==> src/rtl/slave_b_channel_fsm.sv <==
// AXI slave write-response (B) stage: buffers internal write responses in a small FIFO
// and presents them on the external B channel with a registered VALID/READY handshake.
module slave_b_channel_fsm #(
   parameter int unsigned B_FIFO_DEPTH = 4,
   localparam int unsigned ID_WIDTH = 4,
   localparam int unsigned AW = $clog2(B_FIFO_DEPTH),
   localparam int unsigned CW = AW + 1
) (
   input  logic                ACLK,
   input  logic                ARESETn,
   input  logic [ID_WIDTH-1:0] int_resp_BID,
   input  logic [1:0]          int_resp_BRESP,
   input  logic                int_resp_BVALID,
   output logic [ID_WIDTH-1:0] BID,
   output logic [1:0]          BRESP,
   output logic                BVALID,
   input  logic                BREADY,
   output logic [CW-1:0]       b_fifo_count,
   output logic                b_overflow
);

   typedef enum logic [1:0] {
      BIdle  = 2'b00,
      BValid = 2'b01
   } state_e;

   state_e                  state_q;
   logic [ID_WIDTH+1:0]     mem_q [B_FIFO_DEPTH];
   logic [AW:0]             wr_ptr_q, rd_ptr_q;
   logic                    empty, full, pop, push_ok;
   logic [ID_WIDTH+1:0]     head;

   // Extra wrap bit distinguishes full from empty when the index bits match.
   assign empty        = (wr_ptr_q == rd_ptr_q);
   assign full         = (wr_ptr_q[AW] != rd_ptr_q[AW]) &&
                         (wr_ptr_q[AW-1:0] == rd_ptr_q[AW-1:0]);
   assign b_fifo_count = wr_ptr_q - rd_ptr_q;
   assign head         = mem_q[rd_ptr_q[AW-1:0]];

   always_comb begin
      pop = 1'b0;
      case (state_q)
         BIdle:   pop = !empty;
         BValid:  pop = BREADY && !empty;
         default: pop = 1'b0;
      endcase
   end

   // A push into a full FIFO is still accepted when the head leaves at the same edge.
   assign push_ok = int_resp_BVALID && (!full || pop);

   always_ff @(posedge ACLK) begin
      if (push_ok) begin
         mem_q[wr_ptr_q[AW-1:0]] <= {int_resp_BID, int_resp_BRESP};
      end
   end

   always_ff @(posedge ACLK or negedge ARESETn) begin
      if (!ARESETn) begin
         state_q    <= BIdle;
         wr_ptr_q   <= '0;
         rd_ptr_q   <= '0;
         BID        <= '0;
         BRESP      <= 2'b00;
         BVALID     <= 1'b0;
         b_overflow <= 1'b0;
      end else begin
         if (push_ok) begin
            wr_ptr_q <= wr_ptr_q + (AW+1)'(1);
         end
         if (pop) begin
            rd_ptr_q <= rd_ptr_q + (AW+1)'(1);
         end
         if (int_resp_BVALID && full && !pop) begin
            b_overflow <= 1'b1;
         end
         case (state_q)
            BIdle: begin
               if (!empty) begin
                  BID     <= head[ID_WIDTH+1:2];
                  BRESP   <= head[1:0];
                  BVALID  <= 1'b1;
                  state_q <= BValid;
               end
            end
            BValid: begin
               if (BREADY) begin
                  if (!empty) begin
                     BID   <= head[ID_WIDTH+1:2];
                     BRESP <= head[1:0];
                  end else begin
                     BVALID  <= 1'b0;
                     state_q <= BIdle;
                  end
               end
            end
            default: begin
               BVALID  <= 1'b0;
               state_q <= BIdle;
            end
         endcase
      end
   end

endmodule

==> config.mk <==
export PLATFORM = sky130hd
export DESIGN_NAME = slave_b_channel_fsm
export DESIGN_NICKNAME = d
export VERILOG_FILES = /design/src/rtl/slave_b_channel_fsm.sv
export SDC_FILE = /design/constraint.sdc
export NUM_CORES = 1
export LEC_CHECK = 0
export BUFFER_PORTS_ARGS = -buffer_cell sky130_fd_sc_hd__buf_2
export CORE_MARGIN = 4
export CORE_UTILIZATION = 56
export DETAILED_ROUTE_END_ITERATION = 7
export HOLD_SLACK_MARGIN = 0.05
export MAX_ROUTING_LAYER = met4
export PLACE_DENSITY = 0.77
export SYNTH_ARGS = -nofsm -noshare
export SYNTH_HDL_FRONTEND = slang
export SYNTH_SLANG_ARGS = --single-unit
==> constraint.sdc <==
create_clock -name ACLK -period 5.9 [get_ports ACLK]
set_input_delay 0.885 -clock ACLK [delete_from_list [all_inputs] [get_ports ACLK]]
set_output_delay 0.885 -clock ACLK [all_outputs]
set_load 0.005 [all_outputs]
After elaboration in Yosys (flattened, before gate mapping)
Memories as Yosys holds them, arrays and structs flattened.
Index checks and enable logic that the tools add are counted.
{"block": "totals", "reg_bits": 16, "ramBits": 24, "inputBits": 10, "mem_count": 1}
{"name": "mem_q", "words": 4, "word_bits": 6, "rd": 1, "rd_ports_with_merged_regs": 0, "wr": 1, "line": "28", "rtl": "logic [ID_WIDTH+1:0] mem_q [B_FIFO_DEPTH];"}
{"block": "classes", "n_addsub": 3, "n_eq_ne": 7, "muxes": 17, "reduce_logical": 13}
{"operator": "2-bit 2-to-1 mux", "count": 5}
{"operator": "4-bit 2-to-1 mux", "count": 2}
{"operator": "2-bit one-hot mux with 2 select lines", "count": 2}
{"operator": "4-bit one-hot mux with 2 select lines", "count": 1}
{"operator": "3-bit by 1-bit adder with 3-bit output (second input constant)", "count": 2}
{"operator": "2-bit inequality test (second input constant)", "count": 3}
{"operator": "1-bit logical AND", "count": 5}
{"operator": "1-bit 2-to-1 mux", "count": 5}
{"operator": "1-bit one-hot mux with 2 select lines", "count": 2}
{"operator": "3-bit equality test", "count": 1}
{"operator": "1-bit zero test", "count": 3}
{"operator": "3-bit AND reduction", "count": 1}
{"operator": "3-bit subtractor", "count": 1}
{"operator": "2-bit by 1-bit equality test with 1-bit output (second input constant)", "count": 1}
{"operator": "2-bit equality test", "count": 1}
{"operator": "2-bit zero test", "count": 1}
{"operator": "2-bit AND reduction", "count": 1}
{"operator": "2-bit nonzero test", "count": 1}
{"operator": "1-bit logical OR", "count": 1}
{"operator": "1-bit inequality test", "count": 1}

Logic depth before layout (Yosys ltp)
{"block": "depth", "depth_word": 8, "mapped_depth": 6, "depth_no_buf": 5}

Worst setup path before layout
OpenSTA, ideal clock, no wires.
{"block": "synth_timing", "kind": "register to output", "startpoint": "reg wr_ptr_q[0]", "endpoint": "out b_fifo_count[2]", "t_arrival_ns": 1.196, "required_time_ns": 5.015, "slack_ns": 3.819, "stages_incl_launch_ff": 5, "n_path_buf": 0, "path_cell_list": "dfrtp_1 -> inv_1 -> ha_1 -> fa_1 -> xnor2_1"}
{"block": "synth_via", "elab_chain_cells": 1}
{"element": "from (decl)", "line": "29", "rtl": "logic [AW:0] wr_ptr_q, rd_ptr_q;"}
{"element": "from (signal assigned)", "line": "69", "rtl": "wr_ptr_q <= wr_ptr_q + (AW+1)'(1);"}
{"element": "3-bit subtractor", "line": "37", "rtl": "assign b_fifo_count = wr_ptr_q - rd_ptr_q;"}
{"element": "to (decl)", "line": "18", "rtl": "output logic [CW-1:0] b_fifo_count,"}
No other way between the ends.

Final worst setup path
{"block": "layout_timing", "startpoint": "reg rd_ptr_q[0]", "endpoint": "out b_fifo_count[2]"}
{"block": "layout_via", "elab_chain_cells": 1}
{"element": "from (decl)", "line": "29"}
{"element": "from (signal assigned)", "line": "72", "rtl": "rd_ptr_q <= rd_ptr_q + (AW+1)'(1);"}
{"element": "3-bit subtractor", "line": "37"}
No other way between the ends.

==> flow_metrics.tcl <==
set metrics [dict create \
    cts_resized 0 \
    drt-total-wl_um 2460 \
    synth.area.top_cells "edfxtp_1 (46%), dfrtp_1 (22%), mux4_2 (8.6%)" \
    insertion_delay_ps 340 \
    synthCells 86 \
    io_buffers 20 \
    drt_iter0_markers 23 \
    ys_ff_latch 38 \
    drc 0 \
    areaGrowthSynthToFinish_pct 15.3 \
    grt_setup_unrepaired "no" \
    overflow 0 \
    maxSlewHeadroom_pct 67.4 \
    drive_gt1_share_pct 38.4 \
    swShare_pct 30.8 \
    grt_pass1_vias 846 \
    grt_pass1_wl_um 3970 \
    p_clk_share_pct 22.0 \
    irDropWorstVdd_mv 0.383 \
    slew_viol_final 0 \
    post-dp-hpwl_um 1680 \
    leakage_nw 0.722 \
    seq_area_frac_synth_pct 68.0 \
    rows 18 \
    holdWs_ps 419 \
    synth_top_cell_by_area "edfxtp_1" \
    layout_common_cells "edfxtp_1 (24), buf_2 (20), dfrtp_1 (14), mux2_2 (7), ha_1 (7)" \
    fin_nets 129 \
    nFillCells 185 \
    arrival_ps 1870 \
    antenna_found_initial 0 \
    finClkSkew_ps 16.3 \
    design.core.area_um2 2570 \
    design_area_um2 1820 \
    vias_per_cell 5.62 \
    ys_types 22 \
    end_kind "output pin" \
    multi_input_area_um2 477 \
    place_area_um2 1700 \
    cts-root-buf "clkbuf_4" \
    grt_max_degree 15 \
    clkTransAtPathRegs_ps 120 \
    cts_buffer_depth 2 \
    finalCriticalPeriod_ps 2750 \
    criticalPathCategory "flip-flop to output pin" \
    ioPinCount 21 \
    wl_per_cell_um 17.3 \
    cts-htree-levels 2 \
    dieArea_um2 3730 \
    fin_crit_sh_pct 46.6 \
    numCtsBuffers 5 \
    layout_commonest_cell "edfxtp_1" \
    n_antenna_cell 0 \
    hold_path_class "input pin to asynchronous set/reset pin" \
    cp-start-kind "flip-flop" \
    place.gp.congestion 0.756 \
    required_ps 5020 \
    pwr_density_cell_nw_per_um2 565 \
    regArea_um2 1070 \
    synth_area_um2 1580 \
    start_util_pct 61.4 \
    vias 798 \
    cts_setup_buffers 0 \
    finalSetupViolations 0 \
    p_int_mw 0.710 \
    yosysWarningCount 0 \
    cts_tree "done" \
    holdBufCountCts 0 \
    avgSynthCellArea_um2 18.3 \
    clock_sinks 38 \
    die_w_um 61.0 \
    comb_power_share_pct 35.3 \
    worst-slew-pin-transition_ps 489 \
    fp.dieH_um 61.0 \
    status "finished clean" \
    drt-pass1-iter-count 4 \
    track_usage_pct 16.5 \
    power.total_mw 1.03 \
    synth_top_area_share_pct 45.8 \
    hold_viol 0 \
    seqPwrFrac_pct 42.7 \
    critPathMaxFanout 9 \
    max_cap_viol_count 0 \
    ant_nets 0 \
    syn-num-nets 104 \
    switchingPower_mw 0.316 \
    fmax_mhz 363 \
    setup_tns_ps 0 \
]
-- flip-flops by register name, summed over array words and instances, names as in the netlist --
| signal | cells |
|---|---|
| BID | 4 |
| BRESP | 2 |
| BVALID | 1 |
| b_overflow | 1 |
| mem_q | 24 |
| rd_ptr_q | 3 |
| wr_ptr_q | 3 |
-- final timing paths --
| kind | start | end | slack (ps) | cells after the start |
|---|---|---|---|---|
| setup / recovery | rd_ptr_q[0] | b_fifo_count[2] | 3150 | 4 |
| hold reg to reg | b_overflow | b_overflow | 480 | 1 |
| hold / removal | ARESETn | BVALID | 420 | 1 |
| max in group asynchronous | ARESETn | BID[1] | 5220 | 1 |
| setup reg to reg | rd_ptr_q[0] | mem_q[0][0] | 3720 | 4 |
| min in group ACLK | b_overflow | b_overflow | 480 | 1 |
-- worst max-delay path, stage by stage, from the launching register on --
cell     delay [ps]
dfrtp_1         570
ha_1            290
fa_1            370
xnor2_1         160
buf_2           130
-- Yosys cell counts --
cell type  number
edfxtp_1       24
dfrtp_1        14
ha_1            7
mux2_2          7
mux4_2          6
inv_1           5
xnor2_1         5
and2_1          3
xor2_1          2
a31o_2          1
buf_2           1
clkbuf_1        1
fa_1            1
mux2_1          1
nand2_1         1
nand2b_1        1
nand4_1         1
nor2_1          1
o211ai_1        1
o21ai_2         1
o311a_1         1
o31a_1          1
-- through the flow --
step,std cells,util (%),setup slack [ps]
global placement,134,66.4,3530
floorplan,86,-,3820
finish,142,70.7,3150
CTS,142,70.7,3110
detailed placement,134,66.4,3520
global route,142,70.7,3000
-- layout make-up --
type                       instances  share of cell area [%]
clock inverter                     2                    3.31
inverter                           5                    1.03
clock buffer                       6                    2.83
tap                               30                    2.07
sequential                        38                    59.0
timing repair buffer              20                    5.51
multi-input combinational         41                    26.3
-- power groups by stage --
| stage | combinational (mW) | clock [mW] | sequential, mW |
|---|---|---|---|
| 6_report | 0.362 | 0.226 | 0.438 |
| 2_1_floorplan | 0.275 | 0 | 0.417 |
| 3_5_place_dp | 0.367 | 0 | 0.446 |
| 5_1_grt | 0.408 | 0.242 | 0.452 |
| 4_1_cts | 0.370 | 0.231 | 0.440 |
| 3_3_place_gp | 0.358 | 0 | 0.440 |
-- per-layer routing --
metal	wire length (µm)	global-route usage, %
met1	964	18.2
met3	133	5.03
met2	1310	27.5
met5	0	-
met4	51	7.43
-- cell families (layout without fill, tap and decap cells) --
| kind of cell | count (synthesis) | in the layout | synth area share [%] |
|---|---|---|---|
| flops | 38 | 38 | 68.0 |
| mux | 14 | 14 | 14.3 |
| fa+ha+maj | 8 | 8 | 6.83 |
| xor+xnor | 7 | 7 | 3.89 |
| simple gates | 7 | 7 | 2.46 |
| buf+inv | 7 | 33 | 1.75 |
| compound gates | 5 | 5 | 2.78 |
No activity file was read; power rests on OpenSTA's default activity.
